`config.mk`:
```
export PLATFORM = sky130hd
export DESIGN_NAME = uart_tx_arbiter
export DESIGN_NICKNAME = d
export VERILOG_FILES = /design/src/rtl/uart_pkg.sv /design/src/rtl/rr_arbiter.sv /design/src/rtl/uart_tx_arbiter.sv
export SDC_FILE = /design/constraint.sdc
export NUM_CORES = 1
export LEC_CHECK = 0
export BUFFER_PORTS_ARGS = -buffer_cell sky130_fd_sc_hd__clkbuf_2
export CORE_MARGIN = 1.5
export CORE_UTILIZATION = 50
export CTS_CLUSTER_DIAMETER = 60
export DETAILED_ROUTE_END_ITERATION = 12
export PLACE_DENSITY = 0.76
export SLEW_MARGIN = 10
export SYNTH_ARGS = -nofsm -noshare
export SYNTH_HDL_FRONTEND = slang
export SYNTH_SLANG_ARGS = --single-unit
```
`constraint.sdc`:
```
create_clock -name clk -period 4.9 [get_ports clk]
set_input_delay 0 -clock clk [delete_from_list [all_inputs] [get_ports clk]]
set_output_delay 0 -clock clk [all_outputs]
set_load 0.01 [all_outputs]
```
`src/rtl/uart_pkg.sv`:
```
// Shared types for the UART transmit path: sequencer states and byte width.
package uart_pkg;

    localparam int UART_BYTE_W = 8;

    typedef enum logic [1:0] {
        IDLE      = 2'd0,
        LAUNCH    = 2'd1,
        WAIT_BUSY = 2'd2,
        WAIT_DONE = 2'd3
    } state_t;

    // Next index in a ring of n entries.
    function automatic int wrap_inc(input int idx, input int n);
        return (idx + 1 >= n) ? 0 : idx + 1;
    endfunction

endpackage

```
`src/rtl/rr_arbiter.sv`:
```
// Combinational round-robin picker: first requester at or after i_ptr, wrapping.
// Reusable for any shared peripheral; the caller owns the pointer register.
module rr_arbiter #(
    parameter int N     = 4,
    parameter int IDX_W = $clog2(N)
) (
    input  logic [N-1:0]     i_req,
    input  logic [IDX_W-1:0] i_ptr,
    output logic [N-1:0]     o_grant,
    output logic [IDX_W-1:0] o_idx,
    output logic             o_valid
);

    always_comb begin
        logic [IDX_W-1:0] w_j;
        o_grant = '0;
        o_idx   = '0;
        o_valid = 1'b0;
        w_j     = '0;
        for (int k = 0; k < N; k++) begin
            w_j = IDX_W'((int'(i_ptr) + k) % N);
            if (!o_valid && i_req[w_j]) begin
                o_valid      = 1'b1;
                o_idx        = w_j;
                o_grant[w_j] = 1'b1;
            end
        end
    end

endmodule

```
`src/rtl/uart_tx_arbiter.sv`:
```
// Shares one UART transmitter among NUM_REQ byte producers with round-robin
// arbitration and optional burst locking; sequences start/busy handshakes.
module uart_tx_arbiter
    import uart_pkg::*;
#(
    parameter int NUM_REQ   = 4,
    parameter int BUSY_WAIT = 15
) (
    input  logic                           clk,
    input  logic                           rst,
    input  logic [NUM_REQ-1:0]             i_req,
    input  logic [NUM_REQ-1:0]             i_req_lock,
    input  logic [UART_BYTE_W*NUM_REQ-1:0] i_req_data,
    output logic [NUM_REQ-1:0]             o_req_ack,
    output logic                           o_tx_start,
    output logic [UART_BYTE_W-1:0]         o_tx_data,
    input  logic                           i_tx_busy,
    output logic [$clog2(NUM_REQ)-1:0]     o_owner,
    output logic                           o_active,
    output logic                           o_timeout_err
);

    localparam int IDX_W = $clog2(NUM_REQ);
    localparam int CNT_W = $clog2(BUSY_WAIT + 1);

    state_t                 r_state;
    logic [IDX_W-1:0]       r_owner;
    logic [IDX_W-1:0]       r_rr;
    logic [NUM_REQ-1:0]     r_grant_oh;
    logic [NUM_REQ-1:0]     r_req_ack;
    logic                   r_lock;
    logic                   r_tx_start;
    logic                   r_active;
    logic                   r_timeout_err;
    logic [UART_BYTE_W-1:0] r_tx_data;
    logic [CNT_W-1:0]       r_cnt;

    logic [UART_BYTE_W-1:0] w_bytes [NUM_REQ];
    logic                   w_lock_hold;
    logic                   w_lock_release;
    logic                   w_arb_valid;
    logic                   w_grant_valid;
    logic [IDX_W-1:0]       w_owner_next;
    logic [IDX_W-1:0]       w_arb_ptr;
    logic [IDX_W-1:0]       w_arb_idx;
    logic [IDX_W-1:0]       w_grant_idx;
    logic [NUM_REQ-1:0]     w_arb_grant;
    logic [NUM_REQ-1:0]     w_owner_oh;
    logic [NUM_REQ-1:0]     w_grant_oh;

    for (genvar gi = 0; gi < NUM_REQ; gi++) begin : g_unpack
        assign w_bytes[gi] = i_req_data[gi*UART_BYTE_W +: UART_BYTE_W];
    end

    // A held lock keeps the owner; a lock whose owner went quiet restarts the
    // rotation just past that owner so the burst owner does not win again.
    assign w_owner_next   = IDX_W'(wrap_inc(int'(r_owner), NUM_REQ));
    assign w_owner_oh     = NUM_REQ'(1) << r_owner;
    assign w_lock_hold    = r_lock & i_req[r_owner];
    assign w_lock_release = r_lock & ~i_req[r_owner];
    assign w_arb_ptr      = w_lock_release ? w_owner_next : r_rr;

    rr_arbiter #(
        .N     (NUM_REQ),
        .IDX_W (IDX_W)
    ) u_arb (
        .i_req   (i_req),
        .i_ptr   (w_arb_ptr),
        .o_grant (w_arb_grant),
        .o_idx   (w_arb_idx),
        .o_valid (w_arb_valid)
    );

    assign w_grant_valid = w_lock_hold | w_arb_valid;
    assign w_grant_idx   = w_lock_hold ? r_owner : w_arb_idx;
    assign w_grant_oh    = w_lock_hold ? w_owner_oh : w_arb_grant;

    always_ff @(posedge clk or posedge rst) begin
        if (rst) begin
            r_state       <= IDLE;
            r_owner       <= '0;
            r_rr          <= '0;
            r_grant_oh    <= '0;
            r_req_ack     <= '0;
            r_lock        <= 1'b0;
            r_tx_start    <= 1'b0;
            r_active      <= 1'b0;
            r_timeout_err <= 1'b0;
            r_tx_data     <= '0;
            r_cnt         <= '0;
        end else begin
            r_tx_start <= 1'b0;
            r_req_ack  <= '0;
            case (r_state)
                IDLE: begin
                    if (w_lock_release) begin
                        r_lock <= 1'b0;
                        r_rr   <= w_owner_next;
                    end
                    if (!i_tx_busy && w_grant_valid) begin
                        r_owner    <= w_grant_idx;
                        r_grant_oh <= w_grant_oh;
                        r_tx_data  <= w_bytes[w_grant_idx];
                        r_state    <= LAUNCH;
                    end
                end
                LAUNCH: begin
                    r_tx_start <= 1'b1;
                    r_req_ack  <= r_grant_oh;
                    r_active   <= 1'b1;
                    r_lock     <= |(i_req_lock & r_grant_oh);
                    r_cnt      <= '0;
                    r_state    <= WAIT_BUSY;
                end
                WAIT_BUSY: begin
                    if (i_tx_busy) begin
                        r_state <= WAIT_DONE;
                    end else if (r_cnt == CNT_W'(BUSY_WAIT - 1)) begin
                        r_timeout_err <= 1'b1;
                        r_lock        <= 1'b0;
                        r_active      <= 1'b0;
                        r_state       <= IDLE;
                    end else begin
                        r_cnt <= r_cnt + CNT_W'(1);
                    end
                end
                WAIT_DONE: begin
                    if (!i_tx_busy) begin
                        r_active <= 1'b0;
                        r_state  <= IDLE;
                        if (!r_lock) begin
                            r_rr <= w_owner_next;
                        end
                    end
                end
                default: r_state <= IDLE;
            endcase
        end
    end

    assign o_req_ack     = r_req_ack;
    assign o_tx_start    = r_tx_start;
    assign o_tx_data     = r_tx_data;
    assign o_owner       = r_owner;
    assign o_active      = r_active;
    assign o_timeout_err = r_timeout_err;

endmodule

```
==> impl_metrics.yaml <==
floorplan:
  core-area_mm2: 0.00435
  die_area_mm2: 0.00495
  die_h_um: 70.4
  start_util: 0.521
  io_pins: 60
  die-width_um: 70.4
  std_cell_rows: 24
synth:
  synthDistinctLibCells: 49
  ys_seq_elements: 30
  synthCells: 246
  avgSynthCellArea_um2: 9.23
  synth_edf_count: 0
  async_flop_share: 1.00
  yosysWarningCount: 0
  seq_area_frac_synth: 0.331
  syn-num-nets: 300
  synth_area_mm2: 0.00227
  synth_ff_type: "dfrtp_1"
global_route:
  grt_overflow: 0
  grt_pass1_vias: 1843
  grt_max_degree: 31
  antenna_found_initial: 0
  grt_pass1_wl_um: 8290
  grt_use_total: 0.208
status:
  run_status: "complete, no violations"
finish:
  drive_gt1_frac: 0.298
  fin_util: 0.612
  area_delta_synth_final_pct: 17.4
  fillers: 390
  final_design_area_no_fill_mm2: 0.00266
  antenna_cells: 0
  nets: 353
timing:
  setup_viol: 0
  setup_ws_ns: 1.01
  hold_viol: 0
  slew-limit-headroom: 0.474
  period_share: 0.795
  rsz0062_at_grt: "false"
  fin_skew_ns: 0.00748
  worstMarginPinSlew_ns: 0.787
  slew_viol_final: 0
  fmaxAchievable_ghz: 0.257
  hold_ws_ns: 0.0214
  tns_ns: 0
  min_period_ns: 3.89
clocking:
  cts_num_sinks: 30
  cts_resized: 0
  cts_tree: "done"
  cts_root_buf: "clkbuf_8"
  clk_pin_slew_worst_paths_ns: 0.06
  clk_latency_ns: 0.27
  cts_setup_buffers: 0
  cts_buffers: 5
  cts.path.max_buffers: 2
  h-tree-depth: 2
worst_setup_path:
  crit_family: "compound AO/OA/AOI/OAI gates"
  worst_path_largest_cell_delay_ns: 0.63
  cp_max_fo: 19
  path_cells: "ha_1 > nor2b_1 > mux2i_1 > o211ai_2 > ha_1 > inv_1 > mux4_2 > mux2i_1 > o32ai_4 > buf_4 > mux2i_1 > o221ai_1"
  reg2reg_slack_ns: 1.01
  critical_path_required_ns: 5.02
  cp.depth: 12
  crit_slowest_cell: "o211ai_2"
  path_class: "flop to flop"
  r2r_start: "o_owner[0]"
  reg2reg_to: "o_tx_data[7]"
  start_kind: "flop"
  critPathBufInv: 2
  worstSetupEndpointType: "flop"
  ff2ff_path_depth: 12
  arrival_ns: 4.02
  cpMostUsedCell: "mux2i_1"
placement:
  post-dp-hpwl_um: 3800
  placed_area_mm2: 0.00257
  place.gp.congestion: 0.882
  portBuffers: 59
  dp_slack_ns: 1.04
drt:
  drt_pass1_iterations: 4
  drt_iter0_markers: 99
  wl_um: 5090
  route.detailed.drc: 0
  routedWlPerCell_um: 14.5
  vias_per_cell: 5.58
  vias: 1960
  drtAntennaViolNets: 0
hold_path:
  min_to: "o_tx_data[6]"
  hold_start: "i_req_data[30]"
  whs_path_depth: 3
  holdCritPathClass: "input port to flop"
power:
  p_leak_uw: 0.00133
  power_density_mw_per_mm2: 680
  max-vdd-ir-drop_uv: 449
run:
  drv_cap: 0
[state kept, by name, summed over array words and instances, names as in the netlist, 2 cells and up]
register / cells
o_owner: 2
o_req_ack: 4
o_tx_data: 8
r_cnt: 4
r_grant_oh: 4
r_rr: 2
r_state: 2
[placed cells by master (no fill, tap or decap), types with 2 or more instances in the layout]
master	netlist	final
clkbuf_2	0	59
dfrtp_1	30	30
nand2_1	24	24
mux2i_1	24	24
nor2_1	18	18
inv_1	13	13
a21oi_1	13	13
o21ai_0	12	12
ha_1	11	11
nor2b_1	7	7
and2_1	7	7
o221ai_1	7	7
mux2_2	6	6
a22o_1	6	6
nor4_1	5	5
clkbuf_8	0	5
o211ai_1	4	4
nand3_1	3	3
a21boi_0	3	3
nor3_1	3	3
buf_4	0	3
or2_2	2	2
mux4_2	2	2
a211o_1	2	2
nand2b_1	2	2
and3_1	2	2
o32ai_1	2	2
clkinv_2	0	2
[worst max path at each step]
stage,slack (ns),end,from
after floorplan,1.43,o_tx_data[6],o_owner[1]
after global placement,1.17,o_tx_data[3],o_owner[0]
after detailed placement,1.04,o_tx_data[7],o_owner[0]
after CTS,1.02,o_tx_data[7],o_owner[0]
after global routing,0.73,o_tx_data[1],o_owner[0]
final,1.01,o_tx_data[7],o_owner[0]
[repair_timing]
action                     in CTS  in global routing
hold endpoints to repair       30                  0
setup endpoints to repair       0                  0
hold buffers                    1                  0
[worst min-delay path, cell delays in order]
cell      delay (ns)
clkbuf_2        0.08
mux2i_1         0.06
o221ai_2        0.12
[report_power, final]
group          internal [uW]  switching, uW  total (uW)
clock                   95.0           86.1         181
combinational            545            627        1170
sequential               342            117         459
total                    982            830        1810
[kinds of logic (layout without fill, tap and decap cells)]
logic type               after synthesis  after routing  synth area share
adder cells (fa/ha/maj)               11             11            0.0606
AND/OR/NAND/NOR                       77             77             0.170
AO/OA/AOI/OAI                         63             63             0.209
flip-flops                            30             30             0.331
multiplexers                          33             33             0.162
buffers and inverters                 32             85            0.0673
[per-stage QoR]
stage                     total power [uW]  instances
after floorplan                       1430        246
after global placement                1600        343
after detailed placement              1640        343
after CTS                             1820        351
after global routing                  1960        351
final                                 1810        351
[routing by layer]
| layer | vias up | GRT usage | wire, um | share of wire |
|---|---|---|---|---|
| met4 | 0 | 0.0748 | 77 | 0.015 |
| li1 | 996 | - | - | - |
| met3 | 6 | 0.0418 | 210 | 0.041 |
| met1 | 911 | 0.269 | 2350 | 0.46 |
| met5 | - | 0 | 0 | 0 |
| met2 | 47 | 0.344 | 2450 | 0.48 |
[final cells by class]
type	count	area [um2]	share of cell area
clock buffers	5	68.8	0.0258
repair buffers	63	328	0.123
inverters	15	56.3	0.0211
well taps	52	65.1	0.0244
multi-input cells	184	1390	0.520
flip-flops and latches	30	751	0.282
clock inverters	2	10.0	0.00376
[synthesized netlist by cell type (all sizes together) (4+ instances only)]
master  instances  area, um2
a21oi          13       65.1
buf             4       47.5
o221ai          8       76.3
and2            8       52.6
inv            14       52.6
o21ai          14       81.3
dfrtp          30        751
mux2i          24        240
nand2          24       90.1
mux2            7       82.6
nor4            5       31.3
nor2b           7       43.8
ha             11        138
nor2           18       67.6
o211ai          5       42.5
a22o            6       52.6
clkbuf         13       48.8
(Power assumes the default switching activity.)
